### config.mk
export PLATFORM = sky130hd
export DESIGN_NAME = pipe_hazard_ctrl
export DESIGN_NICKNAME = d
export VERILOG_FILES = /design/src/rtl/pipe_ctrl_pkg.sv /design/src/rtl/pipe_hazard_ctrl_sat_counter.sv /design/src/rtl/pipe_hazard_ctrl.sv
export SDC_FILE = /design/constraint.sdc
export NUM_CORES = 1
export LEC_CHECK = 0
export CORE_ASPECT_RATIO = 0.7
export CORE_MARGIN = 5
export CORE_UTILIZATION = 67
export CTS_CLUSTER_DIAMETER = 40
export DETAILED_ROUTE_END_ITERATION = 8
export DONT_BUFFER_PORTS = 1
export HOLD_SLACK_MARGIN = 0.02
export PLACE_DENSITY = 0.94
export SLEW_MARGIN = 20
export SYNTH_ARGS = -nofsm -noshare
export SYNTH_HDL_FRONTEND = slang
export SYNTH_SLANG_ARGS = --single-unit
### constraint.sdc
create_clock -name clk_i -period 3.2 [get_ports clk_i]
set_input_delay 0.32 -clock clk_i [delete_from_list [all_inputs] [get_ports clk_i]]
set_output_delay 0.32 -clock clk_i [all_outputs]
set_load 0.05 [all_outputs]
### src/rtl/pipe_ctrl_pkg.sv
// pipe_ctrl_pkg: shared types and constants for the pipeline hazard controller
package pipe_ctrl_pkg;

    typedef enum logic {RUN, MEM_WAIT} state_e;

    localparam int REG_ADDR_W  = 5;
    localparam int WAIT_W      = 8;
    localparam int TIMEOUT_DEF = 255;

endpackage

### src/rtl/pipe_hazard_ctrl_sat_counter.sv
// sat_counter: counter that stops at all-ones instead of wrapping
module sat_counter #(
    parameter int W = 16
) (
    input  logic         clk_i,
    input  logic         rst_n_i,
    input  logic         inc_i,
    output logic [W-1:0] cnt_o
);

    logic [W-1:0] cnt_q, cnt_d;

    // next count: advance on inc_i unless already saturated
    always_comb begin
        cnt_d = (inc_i && cnt_q != '1) ? cnt_q + 1'b1 : cnt_q;
    end

    // count register
    always_ff @(posedge clk_i or negedge rst_n_i) begin
        if (!rst_n_i) cnt_q <= '0;
        else          cnt_q <= cnt_d;
    end

    assign cnt_o = cnt_q;

endmodule

### src/rtl/pipe_hazard_ctrl.sv
// pipe_hazard_ctrl: stall/flush sequencer for the 5-stage pipeline (freeze > load-use > flush)
module pipe_hazard_ctrl
    import pipe_ctrl_pkg::*;
#(
    parameter int CNT_W   = 16,
    parameter int TIMEOUT = TIMEOUT_DEF
) (
    input  logic                  clk_i,
    input  logic                  rst_n_i,
    input  logic [REG_ADDR_W-1:0] if_id_rs_i,
    input  logic [REG_ADDR_W-1:0] if_id_rt_i,
    input  logic                  id_uses_rt_i,
    input  logic                  id_ex_memrd_i,
    input  logic [REG_ADDR_W-1:0] id_ex_rt_i,
    input  logic                  branch_taken_i,
    input  logic                  jump_i,
    input  logic                  mem_access_i,
    input  logic                  mem_ack_i,
    output logic                  pc_write_o,
    output logic                  if_id_write_o,
    output logic                  if_id_flush_o,
    output logic                  id_ex_bubble_o,
    output logic                  ex_mem_write_o,
    output logic                  mem_req_o,
    output logic                  err_o,
    output logic [CNT_W-1:0]      stall_cnt_o,
    output logic [CNT_W-1:0]      flush_cnt_o
);

    localparam logic [WAIT_W-1:0] TMO = WAIT_W'(TIMEOUT);

    state_e            state_q, state_d;
    logic [WAIT_W-1:0] wait_cnt_q, wait_cnt_d;
    logic              err_q, err_d;
    logic              freeze, load_use, redirect, timeout, advance;

    // hazard detection and next-state; a timeout releases the freeze and aborts the access
    always_comb begin
        timeout    = state_q == MEM_WAIT && !mem_ack_i && wait_cnt_q >= TMO;
        freeze     = state_q == RUN ? mem_access_i : (!mem_ack_i && wait_cnt_q < TMO);
        load_use   = id_ex_memrd_i && id_ex_rt_i != '0 &&
                     (id_ex_rt_i == if_id_rs_i || (id_uses_rt_i && id_ex_rt_i == if_id_rt_i));
        redirect   = branch_taken_i || jump_i;
        state_d    = state_q == RUN ? (mem_access_i ? MEM_WAIT : RUN)
                                    : ((mem_ack_i || timeout) ? RUN : MEM_WAIT);
        wait_cnt_d = state_q == RUN ? '0 : wait_cnt_q + 1'b1;
        err_d      = err_q || timeout;
    end

    // pipeline controls; reset forces enables off and a bubble into ID_EX
    always_comb begin
        advance        = rst_n_i && !freeze && !load_use;
        pc_write_o     = advance;
        if_id_write_o  = advance;
        if_id_flush_o  = advance && redirect;
        ex_mem_write_o = rst_n_i && !freeze;
        id_ex_bubble_o = !rst_n_i || (!freeze && load_use);
        mem_req_o      = rst_n_i && (state_q == MEM_WAIT || mem_access_i);
    end

    // FSM state, wait counter and sticky timeout flag
    always_ff @(posedge clk_i or negedge rst_n_i) begin
        if (!rst_n_i) begin
            state_q    <= RUN;
            wait_cnt_q <= '0;
            err_q      <= 1'b0;
        end else begin
            state_q    <= state_d;
            wait_cnt_q <= wait_cnt_d;
            err_q      <= err_d;
        end
    end

    assign err_o = err_q;

    sat_counter #(.W(CNT_W)) u_stall_cnt (
        .clk_i   (clk_i),
        .rst_n_i (rst_n_i),
        .inc_i   (freeze || load_use),
        .cnt_o   (stall_cnt_o)
    );

    sat_counter #(.W(CNT_W)) u_flush_cnt (
        .clk_i   (clk_i),
        .rst_n_i (rst_n_i),
        .inc_i   (if_id_flush_o),
        .cnt_o   (flush_cnt_o)
    );

endmodule

==> results of run 1 <==
[Yosys cell counts, types with 2 or more instances]
| library cell | count | share of area, % |
|---|---|---|
| dfrtp_1 | 42 | 48 |
| xnor2_1 | 29 | 11 |
| nand3_1 | 21 | 4.8 |
| xor2_1 | 13 | 5.2 |
| nand2_1 | 12 | 2.0 |
| nor2_1 | 10 | 1.7 |
| and3_1 | 9 | 2.5 |
| nand4_1 | 8 | 2.3 |
| inv_1 | 7 | 1.2 |
| nor3_1 | 7 | 1.6 |
| and2_1 | 5 | 1.4 |
| and4_1 | 4 | 1.6 |
| nor4_1 | 4 | 1.1 |
| o21ai_0 | 4 | 0.91 |
| buf_2 | 3 | 0.68 |
| ha_1 | 3 | 1.7 |
| nor2b_1 | 3 | 0.85 |
| nor3_2 | 3 | 1.4 |
| or3_1 | 3 | 0.85 |
| a21boi_0 | 2 | 0.68 |
| buf_4 | 2 | 0.68 |
| nor4b_1 | 2 | 0.79 |
| o22ai_2 | 2 | 1.1 |
[placed cells by master (no fill, tap or decap), types with 3 or more instances in the layout]
cell	Yosys	final
dfrtp_1	42	42
xnor2_1	29	29
nand3_1	21	21
xor2_1	13	13
nand2_1	12	12
nor2_1	10	9
and3_1	9	9
nand4_1	8	8
buf_4	2	8
inv_1	7	7
nor3_1	7	7
clkbuf_8	0	6
and2_1	5	5
and4_1	4	4
nor4_1	4	4
o21ai_0	4	3
or3_1	3	3
nor2b_1	3	3
nor3_2	3	3
ha_1	3	3
[final cells by class]
cell class	count	area share, %
timing repair buffer	10	3.74
sequential	42	43.6
clock inverter	2	0.519
tap	38	1.97
multi-input combinational	158	45.7
inverter	7	1.09
clock buffer	6	3.43
[kinds of logic (layout without fill, tap and decap cells)]
group | after synthesis | after routing | share of synthesized area [%]
flops | 42 | 42 | 47.6
fa+ha+maj | 3 | 3 | 1.70
simple gates | 98 | 98 | 25.6
mux | 2 | 2 | 1.02
compound gates | 13 | 13 | 4.76
xor+xnor | 42 | 42 | 16.6
buf+inv | 13 | 25 | 2.72
[timing repair]
item,4_1_cts,5_1_grt
gates resized for setup,0,0
endpoints found under the setup margin,0,0
hold buffers,2,0
hold endpoints to repair,42,0
[metal layers]
layer / routed length, µm / up-vias
met4: 40 / 0
met2: 2280 / 59
met5: 0 / -
met3: 410 / 4
met1: 2000 / 800
li1: - / 766
[worst paths after layout]
path / from / end / slack (ns) / cells past startpoint
setup / recovery: wait_cnt_q[0] / if_id_write_o / 0.64 / 8
hold / removal: mem_access_i / state_q / 0.24 / 2
setup reg to reg: u_stall_cnt.cnt_o[4] / u_stall_cnt.cnt_o[1] / 0.77 / 7
hold reg to reg: wait_cnt_q[0] / wait_cnt_q[0] / 0.49 / 1
max in group asynchronous: rst_n_i / u_stall_cnt.cnt_o[1] / 2.51 / 2
min in group asynchronous: rst_n_i / err_o / 0.48 / 2
[report_power, final]
group	total (µW)	switching [µW]	internal, µW
clock network	356	183	173
logic	382	236	146
registers	1010	392	619
[sequential cells by signal, indices dropped and copies added (netlist names)]
| name | flops |
|---|---|
| u_flush_cnt.cnt_o | 16 |
| u_stall_cnt.cnt_o | 16 |
| wait_cnt_q | 8 |
| err_o | 1 |
| state_q | 1 |
[per-stage QoR]
stage                     instances  area (µm²)  utilization [%]
after floorplan                 213        2210                -
after global placement          253        2290             72.1
after detailed placement        253        2290             72.1
after CTS                       263        2410             76.1
after global routing            263        2410             76.1
final                           263        2410             76.1
[critical path, cell delays in order (launching register included)]
cell and delay [ns]:
dfrtp_1 0.39, ha_1 0.24, nand3_1 0.12, nor3_1 0.19, o22ai_2 0.16, a21oi_4 0.32, inv_1 0.12, nor2_2 0.09
buf_4 0.30
==> results.md, run 1 <==
- Synth Flop Type: dfrtp_1
- Relative slew slack: 37.9%
- Remaining DRCs: 0
- Final Cycle Share: 80.0%
- FMAX: 0.391 GHz
- Max-Cap Viols: 0
- Gr ovfl total: 0
- Final net count: 250
- Static leakage: 0.00103 µW
- GRT Max-Usage Layer: met2
- Setup Total Neg Slack: 0 ns
- CP required: 2.88 ns
- Initial antenna violation count: 0
- CTS tree: done
- Post-layout worst setup margin: 0.640 ns
- Via count: 1629
- Dpl hpwl: 3380 µm
- Met3 Usage GRT: 10.9%
- Worst Max-Slew Pin Slew: 0.929 ns
- Rows: 17
- Crit Path Max Fanout: 12
- Clock Tree Root: clkbuf_8
- Worst path arrival time: 2.24 ns
- Mapped Nets: 239
- I/O pins: 62
- Final hold vios: 0
- Power, Total: 1750 µW
- Slew Limit Fails: 0
- Routed WL: 4730 µm
- Layout cells sized above 1: 13.3%
- P&R area growth vs syn: 9.12%
- Crit start category: register
- Netlist cell types: 38
- Num Clock Sinks: 42
- Core Region: 3170 µm²
- Post-synth EDFFs: 0
- Clock skew: 0.00791 ns
- Largest net degree at the start of global routing: 43
- Met2 Usage GRT: 35.3%
- Initial Util: 69.7%
- 1st-pass router iterations: 4
- Vias in the first global route: 1602
- Met1 Use GR: 28.0%
- Synth warnings: 0
- WS Path Type: register to primary output
- FFs w/ async S/R, synth: 100%
- Worst slack at placement: 0.790 ns
- Post-DRT Antenna Nets: 0
- Clock Path Buffers: 2
- Worst Hold Slack: 0.240 ns
- Seq/Total Area, Yosys: 47.6%
- Htree depth: 2
- First-pass GRT wire length: 7890 µm
- Peak VDD IR: 691 µV
- Tmin final: 2.56 ns
- GPL Wtd Cong: 0.831
- RSZ-0062 raised after global routing: no
- FF/Latch Area: 1050 µm²
- Die ar.: 4560 µm²
- Clk slew on worst S/H paths: 0.08 ns
- Skew-Pair Late Insertion Delay: 0.30 ns
- Die Y: 58.0 µm
- CTS Buf Count: 5
- Input/output buffers: 0
- Worst hold path class: input port to register
- Post-CTS setup buffer count: 0
- Synthesized instance count: 213
- Mean Syn Cell Area: 10.4 µm²
- Crit. End Element: primary output
- # setup viols final: 0
- Cell Area, Synth: 2210 µm²
- Multi-input gate area: 1100 µm²
- Pwr Density: 726 nW/µm²
- Outcome: finished, final reports clean
- Wirelength per Cell: 18.0 µm
- Fillers: 219
- Total track usage: 22.7%
- Vias per Instance: 6.19
- #FFs+latches synth: 42
- Ant diodes: 0
- Die Wd: 78.6 µm
- Initial DRC Count: 89
Power figures use the tool's default switching activity.
==> inputs of run 2 (changes only) <==
--- a/config.mk
+++ b/config.mk
@@ -7,12 +7,12 @@
 export LEC_CHECK = 0
 export CORE_ASPECT_RATIO = 0.7
 export CORE_MARGIN = 5
-export CORE_UTILIZATION = 67
+export CORE_UTILIZATION = 62
 export CTS_CLUSTER_DIAMETER = 40
 export DETAILED_ROUTE_END_ITERATION = 8
 export DONT_BUFFER_PORTS = 1
 export HOLD_SLACK_MARGIN = 0.02
-export PLACE_DENSITY = 0.94
+export PLACE_DENSITY = 0.89
 export SLEW_MARGIN = 20
 export SYNTH_ARGS = -nofsm -noshare
 export SYNTH_HDL_FRONTEND = slang
==> constraint.sdc (replaced) <==
create_clock -name clk_i -period 2.6 [get_ports clk_i]
set_input_delay 0.26 -clock clk_i [delete_from_list [all_inputs] [get_ports clk_i]]
set_output_delay 0.26 -clock clk_i [all_outputs]
set_load 0.05 [all_outputs]
==> run 2 against run 1 <==
- wire length up 5.4%
- clock skew down 0.0044 ns
- non-clock buffer count up 26
- via count up 6.1%
- clock power up 40%
- global-route usage up 0.23 points
- setup slack worse by 0.32 ns
- core utilization up 0.26 points
- cell area up 9.8%
- sequential share of layout area down 3.9 points
- sequential power down 13%
- power up 35%
- critical path type unchanged
- highest routed layer unchanged
==> results.md, run 2 (synthesis results as in run 1) <==
- Outcome: finished, final reports clean
- Crit start category: register
- Final Cycle Share: 87.6%
- FMAX: 0.439 GHz
- P&R area growth vs syn: 19.8%
- Commonest non-fill, non-tap cell in the layout: dfrtp_1
- FF/Latch Area: 1050 µm²
- Remaining DRCs: 0
- Static leakage: 0.00117 µW
- Rows: 18
- Initial Util: 63.7%
- Input/output buffers: 0
- Crit Path Max Fanout: 6
- Worst path arrival time: 2.02 ns
- Cell count after placement: 289
- Post-DRT Antenna Nets: 0
- Die ar.: 4880 µm²
- CP required: 2.34 ns
- Gr ovfl total: 0
- Tmin final: 2.28 ns
- Pwr Density: 890 nW/µm²
- Max-Cap Viols: 0
- Relative slew slack: 59.7%
- Net Sw Frac: 42.8%
- Gate power share: 41.7%
- Worst Setup EP: if_id_write_o
- GPL Wtd Cong: 0.848
- Slew Limit Fails: 0
- Worst Max-Slew Pin Slew: 0.605 ns
- First-pass GRT wire length: 8380 µm
- Fillers: 252
- Layout cells sized above 1: 22.3%
- Worst hold path class: input port to register
- Peak VDD IR: 813 µV
- Net switching power: 1010 µW
- Crit path depth: 8
- Reg-to-reg endpoint: u_stall_cnt.cnt_o[6]
- Cell-internal power: 1350 µW
- CTS tree: done
- Crit path cell chain: ha_1, nand3_1, nor3_1, o22ai_2, a21oi_4, inv_1, nor2_2, buf_12
- Total track usage: 22.9%
- Critical R2R Launch: wait_cnt_q[0]
- Worst-case reg-to-reg path depth: 9
- CP max-delay cell: dfrtp_1
- Hold Path Cell Cnt: 2
- Initial DRC Count: 117
- Skew-Pair Late Insertion Delay: 0.29 ns
- Finished Cell Area: 2650 µm²
- Worst Hold Slack: 0.189 ns
- Via count: 1729
- CP peak stage delay: 0.37 ns
- Clk slew on worst S/H paths: 0.08 ns
- Setup Total Neg Slack: 0 ns
- Vias per Instance: 5.74
- Flop pwr share: 37.1%
- Wirelength per Cell: 16.6 µm
- Crit path from: wait_cnt_q[0]
- WS Path Type: register to primary output
- CP top delay family: simple AND/OR/NAND/NOR gates
- Flop-to-flop setup slack: 0.44 ns
- I/O pins: 62
- Clock share of power: 21.2%
- # setup viols final: 0
- Vias in the first global route: 1710
- Most frequent cells in the layout: dfrtp_1, buf_4, xnor2_1
- Die Y: 59.9 µm
- Crit. End Element: primary output
- Clock Path Buffers: 2
- Htree depth: 2
- Clock Tree Root: clkbuf_8
- Ant diodes: 0
- Die Wd: 81.4 µm
- Multi-input gate area: 1100 µm²
- Final hold vios: 0
- RSZ-0062 raised after global routing: no
- Largest net degree at the start of global routing: 43
- Buf+Inv Stages, Crit Path: 2
- Post-CTS sizing: 0
- Final net count: 276
- Core Region: 3470 µm²
- Num Clock Sinks: 42
- Routed WL: 4990 µm
- Initial antenna violation count: 0
- CTS Buf Count: 5
- Placement-stage cell area: 2490 µm²
- 1st-pass router iterations: 4
- Dpl hpwl: 3550 µm
- Clock skew: 0.00348 ns
- Final instance count without filler cells: 301
[run 2: cell types whose count changed in the layout (fill, tap and decap cells not counted), sizes merged]
| cell | delta |
|---|---|
| bufinv | +1 |
| clkinv | +1 |
| buf | +26 |
| clkinvlp | -1 |
| clkbuf | -1 |
[run 2: cell type report]
class                   instances  area share (%)
multi-input cells             158            41.6
flip-flops and latches         42            39.7
repair buffers                 36            11.2
clock buffers                   5            2.60
well taps                      50            2.36
clock inverters                 3            1.51
inverters                       7           0.992
[run 2: worst min-delay path by stage]
stage / from / to / slack [ns]
2_1_floorplan: rst_n_i / err_o / -0.04
3_3_place_gp: rst_n_i / err_o / -0.03
3_5_place_dp: rst_n_i / err_o / -0.03
4_1_cts: mem_access_i / state_q / 0.18
5_1_grt: mem_access_i / state_q / 0.18
6_report: mem_access_i / state_q / 0.19
[run 2: worst reg2reg max path: stages (launching register included)]
cell     delay (ns)
dfrtp_1        0.40
ha_1           0.25
nand3_1        0.11
nor3_1         0.07
o22ai_2        0.24
a21oi_4        0.09
buf_4          0.16
buf_4          0.18
nor4b_1        0.39
xor2_1         0.19
[run 2: timing repair]
action,in CTS,in global routing
setup endpoints to repair,0,3
endpoints found under the hold margin,42,0
buffers inserted,0,2
hold buffers,2,0
[run 2: through the flow]
stage | utilization, % | setup slack (ns) | power [µW]
after floorplan | - | 0.208 | 1570
after global placement | 71.9 | 0.436 | 1820
after detailed placement | 71.9 | 0.366 | 1840
after CTS | 75.9 | 0.0709 | 2360
after global routing | 76.3 | 0.144 | 2490
final | 76.3 | 0.321 | 2360
[run 2: per-layer routing]
| metal | global-route usage (%) | wire, µm |
|---|---|---|
| met3 | 6.17 | 344 |
| met2 | 35.5 | 2430 |
| met1 | 31.7 | 2170 |
| met5 | 0 | 0 |
| met4 | 6.51 | 46 |
[run 2: power groups by stage]
stage                     clock network, µW  registers (µW)  logic [µW]
after global routing                    549             888        1050
after global placement                    0             877         940
after floorplan                           0            1270         306
after CTS                               507             873         982
final                                   500             874         984
after detailed placement                  0             886         959
